`src/rtl/bcd_updown_counter.sv`:
```
// bcd_updown_counter: N-digit BCD up/down counter with run/stop FSM, edge-decoded buttons,
// clamped load and wrap or saturate handling at the range ends.
module bcd_updown_counter #(
   parameter int DIGITS     = 4,
   parameter int STEP_TICKS = 100,
   parameter bit WRAP       = 1'b1
) (
   input  logic                clk_100Mhz,
   input  logic                rst,
   input  logic                tick,
   input  logic [2:0]          btnDb,
   input  logic                load,
   input  logic [4*DIGITS-1:0] loadVal,
   output logic [4*DIGITS-1:0] bcd,
   output logic                running,
   output logic                dirDown,
   output logic                endPulse
);
   localparam int DW = STEP_TICKS > 1 ? $clog2(STEP_TICKS) : 1;
   localparam int W  = 4 * DIGITS;
   typedef enum logic {STOP, RUN} state_t;
   state_t state;
   logic [2:0] btn_cur, btn_prev;
   logic load_cur, load_prev;
   logic [DW-1:0] div;
   logic [W-1:0] stepped, clamped;
   logic ripple, at_end, run_ev, dir_ev, clr_ev, load_ev, div_last, step, saturate;
   assign {clr_ev, dir_ev, run_ev} = btn_cur & ~btn_prev;
   assign load_ev  = load_cur & ~load_prev;
   assign div_last = div == DW'(STEP_TICKS - 1);
   assign step     = tick && state == RUN && div_last && !clr_ev && !load_ev;
   assign saturate = step && at_end && !WRAP;
   // a carry or borrow rippling out of the top digit marks the range end
   always_comb begin
      ripple  = 1'b1;
      stepped = bcd;
      clamped = loadVal;
      for (int i = 0; i < DIGITS; i++) begin
         if (ripple)
            stepped[4*i+:4] = dirDown ? (bcd[4*i+:4] == 4'd0 ? 4'd9 : bcd[4*i+:4] - 4'd1)
                                      : (bcd[4*i+:4] == 4'd9 ? 4'd0 : bcd[4*i+:4] + 4'd1);
         ripple = ripple && bcd[4*i+:4] == (dirDown ? 4'd0 : 4'd9);
         clamped[4*i+:4] = loadVal[4*i+:4] > 4'd9 ? 4'd9 : loadVal[4*i+:4];
      end
      at_end = ripple;
   end
   always_ff @(posedge clk_100Mhz or negedge rst) begin
      if (!rst) begin
         btn_cur   <= '0;
         btn_prev  <= '0;
         load_cur  <= 1'b0;
         load_prev <= 1'b0;
         state     <= STOP;
         running   <= 1'b0;
         dirDown   <= 1'b0;
         endPulse  <= 1'b0;
         div       <= '0;
         bcd       <= '0;
      end else begin
         btn_cur   <= btnDb;
         btn_prev  <= btn_cur;
         load_cur  <= load;
         load_prev <= load_cur;
         endPulse  <= step && at_end;
         if (clr_ev)
            bcd <= '0;
         else if (load_ev)
            bcd <= clamped;
         else if (step && !saturate)
            bcd <= stepped;
         if (run_ev) begin
            state   <= state == RUN ? STOP : RUN;
            running <= state != RUN;
         end else if (saturate) begin
            state   <= STOP;
            running <= 1'b0;
         end
         if (dir_ev)
            dirDown <= !dirDown;
         if (clr_ev || load_ev || (run_ev && state == STOP))
            div <= '0;
         else if (tick && state == RUN)
            div <= div_last ? '0 : div + DW'(1);
      end
   end
endmodule

```
`config.mk`:
```
export PLATFORM = sky130hd
export DESIGN_NAME = bcd_updown_counter
export DESIGN_NICKNAME = d
export VERILOG_FILES = /design/src/rtl/bcd_updown_counter.sv
export SDC_FILE = /design/constraint.sdc
export NUM_CORES = 1
export LEC_CHECK = 0
export ABC_AREA = 1
export ABC_CLOCK_PERIOD_IN_PS = 2400
export CORE_MARGIN = 2
export CORE_UTILIZATION = 41
export DETAILED_ROUTE_END_ITERATION = 12
export PLACE_DENSITY = 0.75
export SLEW_MARGIN = 15
export SYNTH_ARGS = -nofsm -noshare
export SYNTH_HDL_FRONTEND = slang
export SYNTH_SLANG_ARGS = --single-unit
```
`constraint.sdc`:
```
create_clock -name clk_100Mhz -period 2.4 [get_ports clk_100Mhz]
set_input_delay 0.36 -clock clk_100Mhz [delete_from_list [all_inputs] [get_ports clk_100Mhz]]
set_output_delay 0.36 -clock clk_100Mhz [all_outputs]
set_load 0.005 [all_outputs]
```
### Yosys cells after proc, flatten, opt, wreduce, memory -nomap -nowiden

Index checks and enable logic that the tools add are counted.

| cells by class | value |
|---|---|
| multiplexer cells | 27 |
| $lt $le $gt $ge | 4 |
| bitwise gates (word level) | 5 |
| eq/ne operators | 9 |
| $add $sub $neg | 9 |
| reductions and logical operators | 26 |

Operators by type and width:

| kind | count |
|---|---|
| 4-bit two-way mux | 20 |
| 16-bit two-way mux | 3 |
| 7-bit two-way mux | 3 |
| 4-bit by 1-bit adder with 4-bit output, second input constant | 4 |
| 4-bit == test | 4 |
| 4-bit == test, second input constant | 4 |
| 4-bit > comparator, second input constant | 4 |
| 4-bit zero test | 4 |
| 4-bit by 1-bit subtractor with 4-bit output, second input constant | 4 |
| 3-bit nonzero test | 4 |
| 1-bit logical AND | 9 |
| 7-bit by 1-bit adder with 7-bit output, second input constant | 1 |
| 7-bit == test, second input constant | 1 |
| 2-bit AND reduction | 3 |
| 3-bit bitwise AND | 1 |
| 1-bit zero test | 3 |
| 3-bit NOT | 1 |
| 1-bit logical OR | 2 |
| 1-bit NOT | 2 |
| 2-bit nonzero test | 1 |
| 1-bit bitwise AND | 1 |
| 1-bit two-way mux | 1 |

| storage, ports and cells | value |
|---|---|
| output and inout port bits | 19 |
| bits in registers | 35 |
| logic and storage cells | 93 |
| input port bits | 23 |

### Logic depth before layout (Yosys ltp)

Gate-level depths: netlist of the first run.

| depth | value |
|---|---|
| depth in word-level cells | 8 |
| depth in mapped cells | 13 |
| depth with buffers taken out | 10 |

### Least setup slack after synthesis of the first run

No wires, ideal clock.

| timing | value |
|---|---|
| kind | flip-flop to flip-flop |
| start | register dirDown |
| end | register bcd[5] |
| setup time | 0.117 ns |
| arrival | 1.688 ns |
| setup slack | 0.594 ns |
| stages on the path, launching flop included | 14 |
| path buffers | 3 |
| cell sequence | dfrtp_1 > buf_6 > inv_4 > buf_6 > buf_2 > ha_1 > nand2_1 > nor2_2 > inv_2 > nor2_4 > nor2_2 > nor2_4 > nand3_1 > nand2_1 |

| between the ends | value |
|---|---|
| longest elaborated chain between the ends | 5 |
| elaborated cells on any way between the ends | 9 |
| classes of those cells | eq/ne: 1; mux: 6; reduce/logical: 2 |

Ends and longest elaborated chain:

| element | RTL line | source |
|---|---|---|
| from (decl) | 16 | `output logic dirDown,` |
| from (signal assigned) | 79 | `dirDown <= !dirDown;` |
| 4-bit two-way mux | 40 | `stepped[4*i+:4] = dirDown ? (bcd[4*i+:4] == 4'd0 ? 4'd9 : bcd[4*i+:4] - 4'd1)` |
| 4-bit two-way mux | 39 | `if (ripple)` |
| 16-bit two-way mux | 69 | `else if (step && !saturate)` |
| 16-bit two-way mux | 67 | `else if (load_ev)` |
| 16-bit two-way mux | 65 | `if (clr_ev)` |
| to (signal assigned) | 68 | `bcd <= clamped;` |
| to (signal assigned) | 70 | `bcd <= stepped;` |
| to (decl) | 14 | `output logic [4*DIGITS-1:0] bcd,` |

Several ways; a longest one is shown, not always the timed one. The select of a mux whose other input is x is not followed.
A chain may end at the register's enable or synchronous reset.

### Worst setup path in the final report of the first run

| timing | value |
|---|---|
| start | register dirDown |
| end | output port dirDown |

No word-level cell between the ends.

==> results of run 1 <==
worst register-to-register path, stage by stage, from the launching register on:
cell and delay, ns:
sky130_fd_sc_hd__dfrtp_1 0.61, sky130_fd_sc_hd__inv_4 0.05, sky130_fd_sc_hd__ha_1 0.30, sky130_fd_sc_hd__nand2_1 0.05, sky130_fd_sc_hd__nor2_1 0.11, sky130_fd_sc_hd__nand3_1 0.09
sky130_fd_sc_hd__nor2_1 0.14, sky130_fd_sc_hd__nand3_2 0.10, sky130_fd_sc_hd__nand2_2 0.12, sky130_fd_sc_hd__nand2_1 0.07, sky130_fd_sc_hd__o21ai_0 0.08
cells by family (layout without fill, tap and decap cells):
logic type	count (synthesis)	count (layout)	share of synthesized area
buffers and inverters	52	94	0.0882
adder cells (fa/ha/maj)	15	15	0.0743
AND/OR/NAND/NOR	200	200	0.347
AO/OA/AOI/OAI	57	57	0.122
flip-flops	34	34	0.337
XOR/XNOR	9	9	0.0312
synth_stat cells (3+ instances only):
| cell | number | area share |
|---|---|---|
| sky130_fd_sc_hd__a21oi_1 | 12 | 0.024 |
| sky130_fd_sc_hd__buf_2 | 7 | 0.014 |
| sky130_fd_sc_hd__dfrtp_1 | 34 | 0.34 |
| sky130_fd_sc_hd__ha_1 | 15 | 0.074 |
| sky130_fd_sc_hd__inv_1 | 36 | 0.054 |
| sky130_fd_sc_hd__inv_2 | 4 | 0.0059 |
| sky130_fd_sc_hd__nand2_1 | 105 | 0.16 |
| sky130_fd_sc_hd__nand2_2 | 5 | 0.012 |
| sky130_fd_sc_hd__nand3_1 | 41 | 0.081 |
| sky130_fd_sc_hd__nand4_1 | 8 | 0.020 |
| sky130_fd_sc_hd__nor2_1 | 30 | 0.045 |
| sky130_fd_sc_hd__nor2_2 | 3 | 0.0074 |
| sky130_fd_sc_hd__o211ai_1 | 3 | 0.0089 |
| sky130_fd_sc_hd__o21ai_0 | 31 | 0.061 |
| sky130_fd_sc_hd__o21ai_1 | 5 | 0.0099 |
| sky130_fd_sc_hd__xnor2_1 | 3 | 0.010 |
| sky130_fd_sc_hd__xor2_1 | 6 | 0.021 |
final cells by class:
type                    count  area [um^2]  share of cell area
inverters                  41          156              0.0500
well taps                  75         93.8              0.0300
multi-input cells         281         1450               0.464
clock buffers               5         68.8              0.0220
flip-flops and latches     34          851               0.272
clock inverters             3         68.8              0.0220
repair buffers             45          440               0.141
metrics by stage:
| stage | hold slack, ns | setup slack, ns | power (mW) | cells |
|---|---|---|---|---|
| after floorplan | 0.0644 | 0.594 | 2.16 | 367 |
| after global placement | 0.364 | 0.643 | 2.67 | 476 |
| after detailed placement | 0.372 | 0.607 | 2.70 | 476 |
| after CTS | 0.389 | 0.544 | 3.36 | 484 |
| after global routing | 0.408 | 0.397 | 3.66 | 484 |
| final | 0.382 | 0.556 | 3.35 | 484 |
path summary, 6_finish.rpt:
path	from	endpoint
min	btn_cur[1]	btn_prev[1]
max in group asynchronous	rst	bcd[5]
max	dirDown	dirDown
min in group asynchronous	rst	div[5]
min reg2reg	btn_cur[1]	btn_prev[1]
max reg2reg	dirDown	bcd[14]
layout by cell type, fill, tap and decap left out, types with 4 or more instances in the layout:
cell,Yosys,layout
sky130_fd_sc_hd__o21ai_0,31,31
sky130_fd_sc_hd__dfrtp_1,34,34
sky130_fd_sc_hd__xor2_1,6,6
sky130_fd_sc_hd__o21ai_1,5,5
sky130_fd_sc_hd__a21oi_1,12,12
sky130_fd_sc_hd__clkbuf_8,0,5
sky130_fd_sc_hd__inv_2,4,4
sky130_fd_sc_hd__inv_1,36,36
sky130_fd_sc_hd__nand2_2,5,5
sky130_fd_sc_hd__nand4_1,8,8
sky130_fd_sc_hd__clkdlybuf4s50_1,0,41
sky130_fd_sc_hd__nand3_1,41,41
sky130_fd_sc_hd__nor2_1,30,30
sky130_fd_sc_hd__nand2_1,105,105
sky130_fd_sc_hd__buf_4,0,4
sky130_fd_sc_hd__ha_1,15,15
where the power goes:
group	switching (mW)	internal [mW]	total, mW	leakage [nW]
sequential	0.302	0.706	1.01	0.432
combinational	0.930	0.771	1.70	1.03
clock	0.223	0.416	0.639	0.0683
per-layer routing:
metal  share of wire  vias up  GRT usage
li1                -     1273          -
met1            0.45     1169      0.242
met2            0.49       80      0.331
met3           0.045       11     0.0380
met4           0.014        0     0.0467
met5               0        -          0
registers in the layout, indices dropped and copies added, names as in the netlist:
register / flops
running: 1
btn_prev: 3
load_cur: 1
bcd: 16
endPulse: 1
btn_cur: 3
dirDown: 1
div: 7
load_prev: 1
==> PnR_summary.wiki, run 1 <==
{| class="wikitable"
! Metric !! Value
|-
| Ratio of cells with drive above 1 in the final layout || 0.0782
|-
| Number of detailed-route iterations in the first pass || 5
|-
| Type of element launching the critical path || flop
|-
| Cells along the critical path || clkdlybuf4s50_1
|-
| Area post-placement || 2990 um^2
|-
| Diodes inserted || 0
|-
| Insertion delay of the later-clocked pin in the worst-skew pair || 0.29 ns
|-
| Vias per Instance || 5.23
|-
| HPWL Detailed || 4.39 mm
|-
| Final critical-path required period || 1.84 ns
|-
| Via total after detailed routing || 2533
|-
| Share of synthesized area occupied by flip-flops and latches || 0.337
|-
| Growth of design area from synthesis to finish || 24.0%
|-
| Layout filler cell count || 563
|-
| Final-report hold violation count || 0
|-
| Port buffer count || 41
|-
| Fin nets || 446
|-
| Dominant synthesized flop cell || sky130_fd_sc_hd__dfrtp_1
|-
| Max Transition Viols Final || 0
|-
| CTS Buf Count || 5
|-
| Width of the die || 82.5 um
|-
| Cell with the largest stage delay on the worst path || sky130_fd_sc_hd__dfrtp_1
|-
| Synthesized Nets || about 410
|-
| Max VDD drop || roughly 0.44 mV
|-
| Nature of the critical path endpoint || primary output
|-
| Count of flip-flops with a built-in enable after synthesis || 0
|-
| Antenna violations before repair || 0
|-
| CP Depth || 1
|-
| Worst hold path depth || 0
|-
| Wire length per cell || 12.3 um
|-
| Number of top-level pins || 42
|-
| Arrival time of data at the critical path endpoint || 1.48 ns
|-
| Family of cells with the greatest summed delay on the critical path || flip-flops
|-
| Largest net degree at the start of global routing || 35
|-
| Summed instance area of the synthesized netlist || 2520 um^2
|-
| Average instance area after synthesis || approximately 6.9 um^2
|-
| Result of the run || completed
|-
| Count of warnings emitted by yosys || 0
|-
| Static Leakage || 1.53 nW
|-
| Total track usage || 0.191
|-
| Vias in the first global route || 2257
|-
| Number of distinct standard cells referenced by the synthesized netlist || 31
|-
| Total of endpoints with negative setup slack in the final report || 0
|-
| Final TNS setup || 0 ns
|-
| FFs w/ async S/R, synth || 1.00
|-
| Post-route clock skew || about 0.0083 ns
|-
| Finished Core Util || 0.529
|-
| Post-CTS Setup Bufs || 0
|-
| Number of standard cells after synthesis || 367
|-
| Starting DRT DRC Count || 93
|-
| Total of cells resized after clock tree synthesis || 0
|-
| # DRC || 0
|-
| Buffer cell driving the clock tree root || sky130_fd_sc_hd__clkbuf_8
|-
| Row count || 28
|-
| Pwr Density || 1070 nW/um^2
|-
| Number of synthesized register bits || 34
|-
| Worst-path fanout max || 11
|-
| Count of hold buffers inserted by post-cts repair || 0
|-
| FF-to-FF setup slack || 0.59 ns
|-
| Initial Utilization || 0.426
|-
| CP max stage delay || 0.61 ns
|-
| CTS HTree Levels || 2
|-
| Number of buffers on the longest clock path || 2
|-
| Tightest slew margin relative to the limit || 0.699
|-
| Classification of the worst-slack hold path || reg -> reg
|-
| DIE AREA || 6800 um^2
|-
| Buffers & Inverters on Critical Path || 1
|-
| Finished Cell Area || 3130 um^2
|-
| Count of nets left with antenna violations after detail routing || 0
|-
| RSZ-0062 raised after global routing || no
|-
| Final Routed Wirelength || 5.96 mm
|-
| Category of the critical setup timing path || reg -> out
|-
| Achievable frequency || 542 MHz
|-
| Number of maximum-capacitance violations || 0
|-
| Ratio of final minimum period to clock period || 0.768
|-
| Die Y-Extent || 82.5 um
|-
| Sinks on the clock net || 34
|-
| Placer Congestion || 0.859
|-
| First-pass GRT wire length || between 10 and 15 mm
|-
| Clock-pin slew on the worst setup and hold paths || 0.07 ns
|-
| Required time of the critical path || 2.04 ns
|-
| Path depth of the worst reg2reg path || 10
|-
| Transition time of the tightest slew-check pin || 0.452 ns
|-
| TritonCTS clock tree || built
|-
| Leftover overflow at the end of global routing || 0
|-
| Placeable core area || approximately 6000 um^2
|}
No activity file was read; power rests on OpenSTA's default activity.
==> run 2, diff against run 1 <==
ABC_CLOCK_PERIOD_IN_PS = 1800   (was 2400)
clock period = 1.8 ns   (was 2.4 ns; I/O delays follow)
==> run 2 against run 1 <==
Against the previous run: non-clock buffer count is 6 higher; clock skew fell by 0.0034 ns; count of clock-buffer cells in the layout rose by 2; via count is 0.12% higher; global-route usage decreased by 0.31 points; clock power decreased by 11%; core utilization rose by 0.30 points; routed wire length rose by 2.3%; sequential share of layout area fell by 0.15 points; first-iteration DRC count grew 37%; critical path type unchanged; largest cell class unchanged; highest routed layer unchanged.
==> PnR_summary.wiki, run 2 (synthesis gave the netlist of run 1 again) <==
{| class="wikitable"
! Metric !! Value
|-
| Result of the run || completed (unchanged)
|-
| Path depth of the worst reg2reg path || 9 (was 10)
|-
| Achievable frequency || 591 MHz
|-
| Total track usage || 0.188 (was 0.191)
|-
| Final Routed Wirelength || 6.10 mm (was 5.96 mm)
|-
| Static Leakage || 1.54 nW (was 1.53 nW)
|-
| Leftover overflow at the end of global routing || 0 (unchanged)
|-
| Transition time of the tightest slew-check pin || 0.443 ns (was 0.452 ns)
|-
| First-pass GRT wire length || 10.0 mm (was 10.1 mm)
|-
| FF-to-FF setup slack || 0.19 ns (was 0.59 ns)
|-
| Ratio of cells with drive above 1 in the final layout || 0.0940 (was 0.0782)
|-
| Worst slack, placed || 0.206 ns (was 0.607 ns)
|-
| Max VDD drop || 0.544 mV (was 0.445 mV)
|-
| CP max stage delay || 0.53 ns (was 0.61 ns)
|-
| Starting DRT DRC Count || 127 (was 93)
|-
| Nature of the critical path endpoint || primary output (unchanged)
|-
| Vias per Instance || 5.18 (was 5.23)
|-
| Width of the die || 82.5 um (unchanged)
|-
| HPWL Detailed || 4.56 mm (was 4.39 mm)
|-
| Final critical-path required period || 1.69 ns
|-
| DIE AREA || 6800 um^2 (unchanged)
|-
| Clock-pin slew on the worst setup and hold paths || 0.07 ns (about the same)
|-
| Die Y-Extent || 82.5 um (unchanged)
|-
| Ratio of final minimum period to clock period || 0.941
|-
| Insertion delay of the later-clocked pin in the worst-skew pair || 0.27 ns (was 0.29 ns)
|-
| Classification of the worst-slack hold path || reg -> reg (unchanged)
|-
| CTS Buf Count || 5 (unchanged)
|-
| Largest net degree at the start of global routing || 35 (unchanged)
|-
| Worst hold path depth || 0 (unchanged)
|-
| Vias in the first global route || 2331 (was 2257)
|-
| RSZ-0062 raised after global routing || no (unchanged)
|-
| TritonCTS clock tree || built (unchanged)
|-
| Initial Utilization || 0.426 (unchanged)
|-
| Total of endpoints with negative setup slack in the final report || 0 (unchanged)
|-
| Buffer cell driving the clock tree root || sky130_fd_sc_hd__clkbuf_8 (unchanged)
|-
| Registers with the most flip-flops || bcd x16, div x7 (unchanged)
|-
| Type of element launching the critical path || flop (unchanged)
|-
| Fin nets || 452 (was 446)
|-
| Tightest slew margin relative to the limit || 0.705 (was 0.699)
|-
| Most common library cell in the layout ignoring fill and taps || sky130_fd_sc_hd__nand2_1 (unchanged)
|-
| Antenna violations before repair || 0 (unchanged)
|-
| Cells along the critical path || buf_6 > clkdlybuf4s50_1 (was clkdlybuf4s50_1)
|-
| Placeable core area || 5920 um^2 (unchanged)
|-
| CP Depth || 2 (was 1)
|-
| Final-report hold violation count || 0 (unchanged)
|-
| Family of cells with the greatest summed delay on the critical path || buffers and inverters (was flip-flops)
|-
| Final TNS setup || 0 ns (unchanged)
|-
| Count of hold buffers inserted by post-cts repair || 0 (unchanged)
|-
| Row count || 28 (unchanged)
|-
| Post-route clock skew || 0.00489 ns (was 0.00834 ns)
|-
| Hold Slack || 0.374 ns (was 0.382 ns)
|-
| Finished Cell Area || 3150 um^2 (was 3130 um^2)
|-
| Number of top-level pins || 42 (unchanged)
|-
| Diodes inserted || 0 (unchanged)
|-
| Growth of design area from synthesis to finish || 24.7% (was 24.0%)
|-
| Cell with the largest stage delay on the worst path || sky130_fd_sc_hd__clkdlybuf4s50_1 (was sky130_fd_sc_hd__dfrtp_1)
|-
| Required time of the critical path || 1.53 ns (was 2.04 ns)
|-
| Category of the critical setup timing path || reg -> out (unchanged)
|-
| Largest register by flop count || bcd (unchanged)
|-
| Layout filler cell count || 578 (was 563)
|-
| Number of buffers on the longest clock path || 2 (unchanged)
|-
| # DRC || 0 (unchanged)
|-
| Count of nets left with antenna violations after detail routing || 0 (unchanged)
|-
| Via total after detailed routing || 2536 (was 2533)
|-
| Worst-path fanout max || 20 (was 11)
|-
| Number of maximum-capacitance violations || 0 (unchanged)
|-
| Pwr Density || 1370 nW/um^2 (was 1070 nW/um^2)
|-
| Area post-placement || 3040 um^2 (was 2990 um^2)
|-
| Number of flip-flops in the largest register || 16 (unchanged)
|-
| Max Transition Viols Final || 0 (unchanged)
|-
| Commonest cells after routing, fill and taps aside || 105 x sky130_fd_sc_hd__nand2_1, 41 x sky130_fd_sc_hd__nand3_1, 41 x sky130_fd_sc_hd__clkdlybuf4s50_1 (unchanged)
|-
| Port buffer count || 41 (unchanged)
|-
| Placer Congestion || 0.898 (was 0.859)
|-
| Sinks on the clock net || 34 (unchanged)
|-
| Wire length per cell || 12.4 um (was 12.3 um)
|-
| CTS HTree Levels || 2 (unchanged)
|-
| Arrival time of data at the critical path endpoint || 1.42 ns (was 1.48 ns)
|-
| Worst-case setup margin in the final layout || 0.107 ns (was 0.556 ns)
|-
| Buffers & Inverters on Critical Path || 2 (was 1)
|-
| Number of detailed-route iterations in the first pass || 5 (unchanged)
|}
==> run 2: path summary, 6_finish.rpt <==
kind / startpoint / to
worst min-delay path: btn_cur[1] / btn_prev[1]
worst max register to register: bcd[12] / bcd[14]
min in group asynchronous: rst / btn_prev[0]
max in group asynchronous: rst / bcd[1]
worst max-delay path: dirDown / dirDown
worst min register to register: btn_cur[1] / btn_prev[1]
==> run 2: routing by layer <==
| metal | track usage | share of wire |
|---|---|---|
| met5 | 0 | 0 |
| met4 | 0.0600 | 0.016 |
| met3 | 0.0348 | 0.048 |
| met2 | 0.340 | 0.49 |
| met1 | 0.222 | 0.45 |
==> run 2: per-stage QoR <==
| stage | cells | util | total power, mW |
|---|---|---|---|
| 2_1_floorplan | 367 | - | 2.88 |
| 3_3_place_gp | 482 | 0.514 | 3.66 |
| 3_5_place_dp | 482 | 0.514 | 3.70 |
| 4_1_cts | 490 | 0.529 | 4.30 |
| 5_1_grt | 490 | 0.532 | 4.72 |
| 6_report | 490 | 0.532 | 4.31 |
==> run 2: cell type report <==
type | count | area (um^2) | share of cell area
Inverter | 41 | 156 | 0.0497
Tap cell | 75 | 93.8 | 0.0298
Timing Repair Buffer | 51 | 489 | 0.155
Clock inverter | 1 | 5.00 | 0.00159
Sequential cell | 34 | 851 | 0.270
Multi-Input combinational cell | 281 | 1470 | 0.466
Clock buffer | 7 | 86.3 | 0.0274
==> run 2: report_power, final <==
part / switching, mW / leakage (nW) / internal [mW]
clock network: 0.258 / 0.0482 / 0.308
registers: 0.333 / 0.432 / 0.943
logic: 1.37 / 1.06 / 1.10
total: 1.96 / 1.54 / 2.35
==> run 2: repair_timing <==
action / CTS / global route
buffers inserted: 0 / 0
gates resized for setup: 0 / 4
hold endpoints to repair: 0 / 0
setup endpoints to repair: 0 / 4
